## src/rtl/rom_fetch_ctrl.sv

```systemverilog
// Burst fetch controller: streams `count` words from a registered-read ROM,
// starting at `base_addr`, into a small output FIFO. It throttles its own
// requests so that words already in flight always have a free FIFO slot.
module rom_fetch_ctrl #(
  parameter int AW    = 20,
  parameter int DW    = 20,
  parameter int DEPTH = 4
) (
  input  logic          clk,
  input  logic          rst_n,
  input  logic          start,
  input  logic [AW-1:0] base_addr,
  input  logic [AW-1:0] count,
  input  logic          abort,
  output logic          mem_load,
  output logic [AW-1:0] mem_addr,
  input  logic [DW-1:0] mem_data,
  output logic          out_valid,
  input  logic          out_ready,
  output logic [DW-1:0] out_data,
  output logic          busy,
  output logic          done
);

  localparam int PW = (DEPTH > 1) ? $clog2(DEPTH) : 1;
  localparam logic [PW+1:0] DepthW = (PW+2)'(DEPTH);

  typedef enum logic [1:0] {
    IDLE  = 2'd0,
    FETCH = 2'd1,
    DRAIN = 2'd2
  } state_e;

  state_e        state_q, state_d;
  logic [AW-1:0] addr_q, addr_d;
  logic [AW-1:0] remaining_q, remaining_d;
  logic          done_q, done_d;
  logic          inflight_q;
  logic [PW:0]   fifoCount_q;
  logic [PW-1:0] wrPtr_q, rdPtr_q;
  logic [DW-1:0] fifoMem_q [DEPTH];

  logic          issue;
  logic          flush;
  logic          push;
  logic          pop;
  logic [PW+1:0] occupancy;

  // Request and FIFO control, built only from registered state so that
  // mem_load/mem_addr have no combinational path from any input.
  always_comb begin
    occupancy = {1'b0, fifoCount_q} + {{(PW+1){1'b0}}, inflight_q};
    issue     = (state_q == FETCH) && (remaining_q != '0) && (occupancy < DepthW);
    flush     = abort && (state_q != IDLE);
    push      = inflight_q && !flush;
    pop       = out_valid && out_ready && !flush;
  end

  // Next-state logic for the burst sequencer; abort overrides everything.
  always_comb begin
    state_d     = state_q;
    addr_d      = addr_q;
    remaining_d = remaining_q;
    done_d      = 1'b0;
    if (issue) begin
      addr_d      = addr_q + AW'(1);
      remaining_d = remaining_q - AW'(1);
    end
    case (state_q)
      IDLE: begin
        if (start && !abort) begin
          if (count == '0) begin
            done_d = 1'b1;
          end else begin
            state_d     = FETCH;
            addr_d      = base_addr;
            remaining_d = count;
          end
        end
      end
      FETCH: begin
        if (issue && (remaining_q == AW'(1))) begin
          state_d = DRAIN;
        end
      end
      DRAIN: begin
        if (!inflight_q && (fifoCount_q == '0)) begin
          state_d = IDLE;
          done_d  = 1'b1;
        end
      end
      default: begin
        state_d = IDLE;
      end
    endcase
    if (flush) begin
      state_d     = IDLE;
      remaining_d = '0;
      done_d      = 1'b0;
    end
  end

  // Sequencer registers: state, address pointer, words left and done pulse.
  always_ff @(posedge clk or negedge rst_n) begin
    if (!rst_n) begin
      state_q     <= IDLE;
      addr_q      <= '0;
      remaining_q <= '0;
      done_q      <= 1'b0;
      inflight_q  <= 1'b0;
    end else begin
      state_q     <= state_d;
      addr_q      <= addr_d;
      remaining_q <= remaining_d;
      done_q      <= done_d;
      inflight_q  <= issue && !flush;
    end
  end

  // FIFO pointers and occupancy; an abort empties the FIFO in one cycle.
  always_ff @(posedge clk or negedge rst_n) begin
    if (!rst_n) begin
      wrPtr_q     <= '0;
      rdPtr_q     <= '0;
      fifoCount_q <= '0;
    end else if (flush) begin
      wrPtr_q     <= '0;
      rdPtr_q     <= '0;
      fifoCount_q <= '0;
    end else begin
      if (push) begin
        wrPtr_q <= wrPtr_q + PW'(1);
      end
      if (pop) begin
        rdPtr_q <= rdPtr_q + PW'(1);
      end
      case ({push, pop})
        2'b10:   fifoCount_q <= fifoCount_q + (PW+1)'(1);
        2'b01:   fifoCount_q <= fifoCount_q - (PW+1)'(1);
        default: fifoCount_q <= fifoCount_q;
      endcase
    end
  end

  // FIFO storage captures the ROM word returning for last cycle's request.
  always_ff @(posedge clk) begin
    if (push) begin
      fifoMem_q[wrPtr_q] <= mem_data;
    end
  end

  // Output drive; out_data is zeroed while empty so it reads 0 after reset.
  always_comb begin
    mem_load  = issue;
    mem_addr  = addr_q;
    out_valid = (fifoCount_q != '0);
    out_data  = out_valid ? fifoMem_q[rdPtr_q] : '0;
    busy      = (state_q != IDLE);
    done      = done_q;
  end

endmodule

```

## config.mk

```make
export PLATFORM = sky130hd
export DESIGN_NAME = rom_fetch_ctrl
export DESIGN_NICKNAME = d
export VERILOG_FILES = /design/src/rtl/rom_fetch_ctrl.sv
export SDC_FILE = /design/constraint.sdc
export NUM_CORES = 1
export LEC_CHECK = 0
export ABC_AREA = 1
export BUFFER_PORTS_ARGS = -buffer_cell sky130_fd_sc_hd__buf_2
export CAP_MARGIN = 20
export CORE_ASPECT_RATIO = 1.75
export CORE_MARGIN = 3
export CORE_UTILIZATION = 41
export DETAILED_ROUTE_END_ITERATION = 16
export GPL_TIMING_DRIVEN = 0
export PLACE_DENSITY = 0.67
export SYNTH_ARGS = -nofsm -noshare
export SYNTH_HDL_FRONTEND = slang
export SYNTH_SLANG_ARGS = --single-unit
```

## constraint.sdc

```tcl
create_clock -name clk -period 3.45 [get_ports clk]
set_clock_uncertainty 0.2 [all_clocks]
set_input_delay 0.345 -clock clk [delete_from_list [all_inputs] [get_ports clk]]
set_output_delay 0.345 -clock clk [all_outputs]
set_load 0.01 [all_outputs]
```

==> results of run 1 <==
[per-stage QoR]
stage,total power (µW),cells,util (%)
after detailed placement,5320,1080,47.5
after global placement,5250,1075,46.8
after floorplan,4270,778,-
after global routing,7620,1150,53.4
final,7080,1150,53.4
after CTS,7100,1150,53.4
[cells in the mapped netlist (5+ instances only)]
cell type	count
sky130_fd_sc_hd__buf_2	7
sky130_fd_sc_hd__nand2_1	151
sky130_fd_sc_hd__ha_1	8
sky130_fd_sc_hd__xnor2_1	8
sky130_fd_sc_hd__dfrtp_1	51
sky130_fd_sc_hd__xor2_1	16
sky130_fd_sc_hd__nor3_1	10
sky130_fd_sc_hd__edfxtp_1	80
sky130_fd_sc_hd__nor2_1	170
sky130_fd_sc_hd__nand3_1	25
sky130_fd_sc_hd__a31oi_1	8
sky130_fd_sc_hd__inv_1	54
sky130_fd_sc_hd__o21ai_0	85
sky130_fd_sc_hd__o21ai_1	7
sky130_fd_sc_hd__nand4_1	5
sky130_fd_sc_hd__clkbuf_1	20
sky130_fd_sc_hd__a21oi_1	39
[cell families after synthesis]
| kind of cell | count (synthesis) | share of synthesized area [%] |
|---|---|---|
| AND/OR/NAND/NOR | 379 | 23.3 |
| AO/OA/AOI/OAI | 146 | 11.4 |
| flip-flops | 131 | 55.0 |
| buffers and inverters | 89 | 5.40 |
| XOR/XNOR | 24 | 3.14 |
| adder cells (fa/ha/maj) | 9 | 1.80 |
[worst register-to-register path, cell delays in order, from the launching register on]
cell and delay, ns:
sky130_fd_sc_hd__dfrtp_1 0.41, sky130_fd_sc_hd__nor2_1 0.23, sky130_fd_sc_hd__nor2_1 0.17, sky130_fd_sc_hd__inv_1 0.22
sky130_fd_sc_hd__nand2_1 0.20, sky130_fd_sc_hd__nor2_2 0.58, sky130_fd_sc_hd__buf_8 0.24
[area by class of cell]
class                           count  share of cell area [%]
Multi-Input combinational cell    558                    31.2
Timing Repair Buffer              151                    11.9
Clock buffer                       17                    4.99
Tap cell                          189                    2.78
Clock inverter                     15                    1.66
Inverter                           58                    2.56
Sequential cell                   131                    43.2
Buffer                             31                    1.69
[power by group]
| part | switching (µW) | total [µW] | internal, µW |
|---|---|---|---|
| registers | 369 | 2370 | 2000 |
| logic | 1910 | 2990 | 1080 |
| clock network | 767 | 1720 | 952 |
[repair_timing]
| item | in CTS | in global routing |
|---|---|---|
| hold endpoints to repair | 113 | 0 |
| hold buffers | 38 | 0 |
| endpoints found under the setup margin | 0 | 0 |
[sequential cells by signal, summed over array words and instances, names as in the netlist]
register     count
mem_addr        20
done             1
rdPtr_q          2
fifoMem_q       80
inflight_q       1
wrPtr_q          2
fifoCount_q      3
state_q          2
remaining_q     20
[metal layers]
metal / track usage, % / part of all wire, % / wire (µm) / vias to the layer above
li1: - / - / - / 2918
met5: 0 / 0 / 0 / -
met1: 22.9 / 37 / 7080 / 2790
met2: 39.6 / 54 / 10200 / 216
met3: 4.27 / 5.3 / 1010 / 44
met4: 11.3 / 3.6 / 684 / 0
[path summary, 6_finish.rpt]
path	startpoint	endpoint	slack, ns	depth (start not counted)
hold / removal	base_addr[9]	mem_addr[9]$_DFF_PN0_	0.03	4
hold reg to reg	wrPtr_q[1]$_DFFE_PN0P_	wrPtr_q[1]$_DFFE_PN0P_	0.35	2
min in group asynchronous	rst_n	remaining_q[15]$_DFF_PN0_	0.21	2
setup / recovery	remaining_q[0]$_DFF_PN0_	mem_load	0.69	10
max in group asynchronous	rst_n	mem_addr[9]$_DFF_PN0_	2.28	3
setup reg to reg	state_q[1]$_DFFE_PN0P_	fifoMem_q[0][19]$_DFFE_PP_	0.92	6
==> summary.md, run 1 <==
| Metric | Value |
|---|---|
| Max-Slew Margin vs Limit | `54.0%` |
| Run status | `finished, final reports clean` |
| CP Max Fanout | `10` |
| Number of synthesized register bits | `131` |
| Sink count of the clock tree | `131` |
| Detailed Route WL | `19.0 mm` |
| Row count | `61` |
| Clock edge transition at the registers on the reported setup and hold paths | `0.06 ns` |
| Time the worst path needs with I/O delays and setup | `2.76 ns` |
| Resized cells post-CTS | `0` |
| Commonest non-fill, non-tap cell in the layout | `sky130_fd_sc_hd__nor2_1` |
| Half-perimeter wire length of the detailed placement result | `about 14 mm` |
| Worst Path Class, Setup | `register to primary output` |
| Commonest non-fill, non-tap cells in the layout | `166 x sky130_fd_sc_hd__nor2_1, 151 x sky130_fd_sc_hd__nand2_1, 115 x sky130_fd_sc_hd__buf_2` |
| Total area of sequential cells | `0.00368 mm²` |
| Number of buffers on the longest clock path | `2` |
| Remaining number of nets flagged by the antenna check after routing | `0` |
| CTS root buf | `sky130_fd_sc_hd__clkbuf_16` |
| Buffers and inverters on the worst path | `6` |
| Worst VDD drop | `around 0.0004 V` |
| FFs w/ async S/R, synth | `38.9%` |
| Slew of the pin with the lowest slew margin | `slightly below 0.7 ns` |
| Area growth, synth to finish | `27.3%` |
| Endpoint arrival time on the critical path | `approximately 2.2 ns` |
| Number of global-route vias before repair | `6038` |
| Pin count of the biggest net entering global routing | `36` |
| Clock tree from TritonCTS | `built` |
| Final net count | `between 1000 and 1500` |
| Setup slack after placement | `0.801 ns` |
| Post-layout worst setup margin | `0.690 ns` |
| Sequential share of the synthesized area | `55.0%` |
| Synth area leaders | `sky130_fd_sc_hd__edfxtp_1 36%, sky130_fd_sc_hd__dfrtp_1 19%, sky130_fd_sc_hd__nor2_1 9.5%` |
| Number of instances in the synthesized netlist | `778` |
| Fraction of the cycle the final worst path needs | `80.0%` |
| Critical Path Sink Type | `primary output` |
| Routed length per placed instance | `~17 µm` |
| Count of buffers inserted at the top-level ports | `108` |
| Critical Path Source Type | `register` |
| Number of setup buffers added after CTS | `0` |
| Final setup TNS | `0 ns` |
| Cell Chain, Critical Path | `inv_1, ha_1, inv_1, nor2_1, nand3_4, nand2_4, inv_2, buf_6, buf_4, buf_2` |
| Total die area | `0.0179 mm²` |
| Total congestion overflow | `0` |
| Max cap viols | `0` |
| DR pass1 iterations | `5` |
| Slowest Stage Delay on Critical Path | `~0.43 ns` |
| Routability congestion estimate from global placement | `1.01` |
| Syn_nets | `852` |
| EDFF count, synth | `80` |
| IO Count | `109` |
| DRC violations left | `0` |
| Library cell occupying the most area in the post-synthesis netlist | `sky130_fd_sc_hd__edfxtp_1` |
| Clock insertion delay at the later pin of the skew report | `0.42 ns` |
| Count of fill cells added during filler insertion | `1460` |
| Horizontal die dimension | `approximately 100 µm` |
| Aggregate global-route resource usage | `between 20% and 30%` |
| Critical path data required time | `2.90 ns` |
| Maximum level of the CTS H-tree | `4` |
| Yosys Warn Count | `0` |
| Avg Vias per Cell | `5.19` |
| Worst hold margin | `0.0277 ns` |
| Die H | `175 µm` |
| First-pass GRT wire length | `29.7 mm` |
| Maximum clock rate | `362 MHz` |
| Area share of the leading cell type in the synthesized netlist | `35.9%` |
| Power per cell area | `831 mW/mm²` |
| Share of post-route cells with drive strength above 1 | `18.0%` |
| Clock buffer count from CTS | `17` |
| Hold Vio Cnt, Final | `0` |
| Number of vias after detailed routing | `5968` |
| Final Setup Violations | `0` |
| Starting DRT DRC Count | `304` |
| Leak Pwr | `0.00362 µW` |
| Unrepaired setup endpoints after global routing | `false` |
| Path type of the worst min-delay path | `primary input to register` |
| Cell area reported after detailed placement | `approximately 0.0076 mm²` |
| Starting density of the core | `41.9%` |
| Summed instance area of the synthesized netlist | `0.00669 mm²` |
| Core box area | `between 0.015 and 0.02 mm²` |
| Max-slew violation count | `0` |
| Count of antenna diodes in the layout | `0` |
| Total area of multi-input combinational cells | `0.00266 mm²` |
| Mean Syn Cell Area | `8.60 µm²` |
| Dominant delay contributor by cell family on the critical path | `buffers and inverters` |
| Most frequent cell on the critical path | `sky130_fd_sc_hd__inv_1` |
| Cell at the slowest stage of the critical path | `sky130_fd_sc_hd__dfrtp_1` |
| Post-route standard cell area excluding fillers | `0.00852 mm²` |
| Initial antenna violation count | `0` |
| Number of unique standard cell types used by synthesis | `35` |
| Top_reg_cell synth | `sky130_fd_sc_hd__edfxtp_1` |
(Power assumes the default switching activity.)
==> inputs of run 2 (changes only) <==
--- a/config.mk
+++ b/config.mk
@@ -5,7 +5,7 @@
 export SDC_FILE = /design/constraint.sdc
 export NUM_CORES = 1
 export LEC_CHECK = 0
-export ABC_AREA = 1
+export ABC_AREA = 0
 export BUFFER_PORTS_ARGS = -buffer_cell sky130_fd_sc_hd__buf_2
 export CAP_MARGIN = 20
 export CORE_ASPECT_RATIO = 1.75
@@ -13,7 +13,7 @@
 export CORE_UTILIZATION = 41
 export DETAILED_ROUTE_END_ITERATION = 16
 export GPL_TIMING_DRIVEN = 0
-export PLACE_DENSITY = 0.67
+export PLACE_DENSITY = 0.68
 export SYNTH_ARGS = -nofsm -noshare
 export SYNTH_HDL_FRONTEND = slang
 export SYNTH_SLANG_ARGS = --single-unit
==> constraint.sdc (replaced) <==
create_clock -name clk -period 2.6 [get_ports clk]
set_clock_uncertainty 0.2 [all_clocks]
set_input_delay 0.26 -clock clk [delete_from_list [all_inputs] [get_ports clk]]
set_output_delay 0.26 -clock clk [all_outputs]
set_load 0.01 [all_outputs]
==> summary.md, run 2 <==
| Metric | Value |
|---|---|
| Routed length per placed instance | `18.1 µm (was 16.5 µm)` |
| Number of buffers on the longest clock path | `2 (unchanged)` |
| Sink count of the clock tree | `131 (unchanged)` |
| Top_reg_cell synth | `sky130_fd_sc_hd__edfxtp_1 (unchanged)` |
| Clock buffer count from CTS | `17 (unchanged)` |
| Unrepaired setup endpoints after global routing | `true (was false)` |
| Total power consumption of the routed design | `7590 µW (was 7080 µW)` |
| First-pass GRT wire length | `25.5 mm (was 29.7 mm)` |
| Count of antenna diodes in the layout | `0 (unchanged)` |
| Post-layout worst setup margin | `-0.186 ns (was 0.690 ns)` |
| Detailed Route WL | `15.9 mm (was 19.0 mm)` |
| Commonest non-fill, non-tap cell in the layout | `sky130_fd_sc_hd__buf_2 (was sky130_fd_sc_hd__nor2_1)` |
| Final setup TNS | `-2.27 ns (was 0 ns)` |
| Total congestion overflow | `0 (unchanged)` |
| Most flops, register | `fifoMem_q (unchanged)` |
| Register-to-Register Path Depth | `8 (was 6)` |
| EDFF count, synth | `80 (unchanged)` |
| Slew of the pin with the lowest slew margin | `0.672 ns (was 0.689 ns)` |
| Critical path data required time | `2.14 ns (was 2.90 ns)` |
| Number of synthesized register bits | `131 (unchanged)` |
| Launch instance of the worst register-to-register path | `remaining_q[5]$_DFF_PN0_ (was state_q[1]$_DFFE_PN0P_)` |
| Half-perimeter wire length of the detailed placement result | `10.7 mm (was 13.7 mm)` |
| Time the worst path needs with I/O delays and setup | `between 2 and 3 ns` |
| IO Count | `109 (unchanged)` |
| Number of global-route vias before repair | `5153 (was 6038)` |
| Area growth, synth to finish | `35.9% (was 27.3%)` |
| Starting density of the core | `42.4% (was 41.9%)` |
| Final net count | `758 (was 1022)` |
| Critical Path Source Type | `register (unchanged)` |
| Commonest non-fill, non-tap cells in the layout | `108 x sky130_fd_sc_hd__buf_2, 80 x sky130_fd_sc_hd__edfxtp_1, 52 x sky130_fd_sc_hd__dlygate4sd3_1 (was 166 x sky130_fd_sc_hd__nor2_1, 151 x sky130_fd_sc_hd__nand2_1, 115 x sky130_fd_sc_hd__buf_2)` |
| Capturing point of the worst reg2reg path | `mem_addr[5]$_DFF_PN0_ (was fifoMem_q[0][19]$_DFFE_PP_)` |
| Placed cell count | `770 (was 1080)` |
| Core box area | `0.0145 mm² (was 0.0160 mm²)` |
| Hold path cells | `3 (was 4)` |
| Synth area leaders | `sky130_fd_sc_hd__edfxtp_1 39%, sky130_fd_sc_hd__dfrtp_1 21%, sky130_fd_sc_hd__mux4_2 7.3% (was sky130_fd_sc_hd__edfxtp_1 36%, sky130_fd_sc_hd__dfrtp_1 19%, sky130_fd_sc_hd__nor2_1 9.5%)` |
| Area share of the leading cell type in the synthesized netlist | `39.1% (was 35.9%)` |
| Last element of the critical path | `mem_load (unchanged)` |
| Clock edge transition at the registers on the reported setup and hold paths | `0.06 ns (about the same)` |
| Endpoint arrival time on the critical path | `2.33 ns (was 2.22 ns)` |
| Fraction of the core area covered by cells at the end of the flow | `57.6% (was 53.4%)` |
| Flop2flop setup slack | `-0.15 ns (was 0.92 ns)` |
| Worst VDD drop | `0.000480 V (was 0.000400 V)` |
| Hold Vio Cnt, Final | `0 (unchanged)` |
| Top post-synthesis cells by count | `80 x sky130_fd_sc_hd__edfxtp_1, 51 x sky130_fd_sc_hd__dfrtp_1, 37 x sky130_fd_sc_hd__o21ai_0 (was 170 x sky130_fd_sc_hd__nor2_1, 151 x sky130_fd_sc_hd__nand2_1, 85 x sky130_fd_sc_hd__o21ai_0)` |
| Remaining number of nets flagged by the antenna check after routing | `0 (unchanged)` |
| Maximum level of the CTS H-tree | `4 (unchanged)` |
| Number of unique standard cell types used by synthesis | `46 (was 35)` |
| Syn_nets | `555 (was 852)` |
| Count of fill cells added during filler insertion | `1201 (was 1460)` |
| Yosys Warn Count | `0 (unchanged)` |
| Power per cell area | `908 mW/mm² (was 831 mW/mm²)` |
| Critical Path Sink Type | `primary output (unchanged)` |
| Worst Path Class, Setup | `register to primary output (unchanged)` |
| CP Max Fanout | `9 (was 10)` |
| Aggregate global-route resource usage | `19.4% (was 21.8%)` |
| DR pass1 iterations | `4 (was 5)` |
| Avg Vias per Cell | `5.60 (was 5.19)` |
| Pin count of the biggest net entering global routing | `27 (was 36)` |
| Maximum clock rate | `359 MHz` |
| Initial antenna violation count | `0 (unchanged)` |
| Final instance count without filler cells | `876 (was 1150)` |
| Violated checks | `setup timing` |
| Sequential share of the synthesized area | `59.8% (was 55.0%)` |
| Clock insertion delay at the later pin of the skew report | `0.41 ns (was 0.42 ns)` |
| Number of instances in the synthesized netlist | `481 (was 778)` |
| DRC violations left | `0 (unchanged)` |
| Horizontal die dimension | `98.6 µm (was 103 µm)` |
| Total die area | `0.0166 mm² (was 0.0179 mm²)` |
| Clock tree from TritonCTS | `built (unchanged)` |
| Starting DRT DRC Count | `156 (was 304)` |
| Row count | `58 (was 61)` |
| Summed instance area of the synthesized netlist | `0.00615 mm² (was 0.00669 mm²)` |
| Dominant cell by count in the synthesized netlist | `sky130_fd_sc_hd__edfxtp_1 (was sky130_fd_sc_hd__nor2_1)` |
| Final Setup Violations | `29 (was 0)` |
| Mean Syn Cell Area | `12.8 µm² (was 8.60 µm²)` |
| Path type of the worst min-delay path | `primary input to register (unchanged)` |
| Max cap viols | `0 (unchanged)` |
| Max-slew violation count | `0 (unchanged)` |
| Max-Slew Margin vs Limit | `55.2% (was 54.0%)` |
| CTS root buf | `sky130_fd_sc_hd__clkbuf_16 (unchanged)` |
| Setup slack after placement | `-0.386 ns (was 0.801 ns)` |
| Number of vias after detailed routing | `4908 (was 5968)` |
| Leak Pwr | `0.00318 µW (was 0.00362 µW)` |
| Routability congestion estimate from global placement | `0.908 (was 1.01)` |
| Library cell occupying the most area in the post-synthesis netlist | `sky130_fd_sc_hd__edfxtp_1 (unchanged)` |
| Fraction of the cycle the final worst path needs | `107%` |
| Number of flip-flops under the largest register name | `80 (unchanged)` |
| FFs w/ async S/R, synth | `38.9% (unchanged)` |
| Launch point of the worst path | `remaining_q[5]$_DFF_PN0_ (was remaining_q[0]$_DFF_PN0_)` |
| Run status | `complete, but fails checks (was finished, final reports clean)` |
| Die H | `168 µm (was 175 µm)` |
| Share of post-route cells with drive strength above 1 | `31.9% (was 18.0%)` |
| Count of buffers inserted at the top-level ports | `108 (unchanged)` |
run 2: cell count changes after synthesis, sizes merged, moves of 27 or more:
cell / change
a21oi: -34
a31oi: +27
inv: -47
nand2: -131
nor2: -142
o21ai: -54
run 2: worst min path at each step:
stage,start,endpoint,slack [ns]
CTS,count[11],remaining_q[11]$_DFF_PN0_,0.0005
global route,count[9],remaining_q[9]$_DFF_PN0_,0.01
finish,count[11],remaining_q[11]$_DFF_PN0_,0.02
floorplan,rst_n,done$_DFF_PN0_,-0.24
global placement,state_q[0]$_DFFE_PN0P_,done$_DFF_PN0_,0.24
detailed placement,rst_n,remaining_q[11]$_DFF_PN0_,0.11
run 2: layer usage:
layer	GRT usage, %	vias to the layer above	share of wire (%)
met4	7.31	0	2.1
li1	-	2276	-
met1	21.5	2436	37
met3	3.61	26	4.1
met2	36.3	170	57
met5	0	-	0
run 2: where the power goes:
| part | internal [µW] | switching (µW) | total [µW] |
|---|---|---|---|
| clock network | 1220 | 924 | 2150 |
| logic | 1270 | 1330 | 2600 |
| registers | 2540 | 294 | 2830 |
| total | 5040 | 2550 | 7590 |
run 2: cell families after synthesis:
kind of cell / count (synthesis) / synth area share (%)
multiplexers: 22 / 7.65
AND/OR/NAND/NOR: 168 / 15.3
XOR/XNOR: 8 / 1.14
buffers and inverters: 38 / 2.99
AO/OA/AOI/OAI: 105 / 11.1
flip-flops: 131 / 59.8
adder cells (fa/ha/maj): 9 / 1.95
run 2: timing repair:
item                                   in CTS  in global routing
gates resized for setup                    40                 22
setup buffers                              19                  3
endpoints found under the hold margin     138                  0
pin swaps                                  24                 13
setup endpoints to repair                  61                110
cloned                                      1                  1
hold buffers                               52                  0
run 2: through the flow:
stage | hold slack, ns | instance area (µm²)
2_1_floorplan | -0.236 | 6150
3_3_place_gp | 0.242 | 6920
3_5_place_dp | 0.114 | 6940
4_1_cts | 0.000536 | 8240
5_1_grt | 0.0112 | 8360
6_report | 0.0158 | 8360
run 2: layout make-up:
type	count	area (µm²)	area share, %
clock buffers	17	425	5.09
well taps	180	225	2.69
repair buffers	186	1340	16.1
clock inverters	14	105	1.26
flip-flops and latches	131	3680	44.0
multi-input cells	312	2390	28.6
inverters	10	45.0	0.539
plain buffers	26	145	1.74
run 2: worst max-delay path, stage by stage (launching register included):
cell	delay [ns]
sky130_fd_sc_hd__dfrtp_1	0.38
sky130_fd_sc_hd__or4_4	0.54
sky130_fd_sc_hd__or3_4	0.41
sky130_fd_sc_hd__o31ai_4	0.27
sky130_fd_sc_hd__buf_6	0.15
sky130_fd_sc_hd__inv_8	0.05
sky130_fd_sc_hd__buf_6	0.11
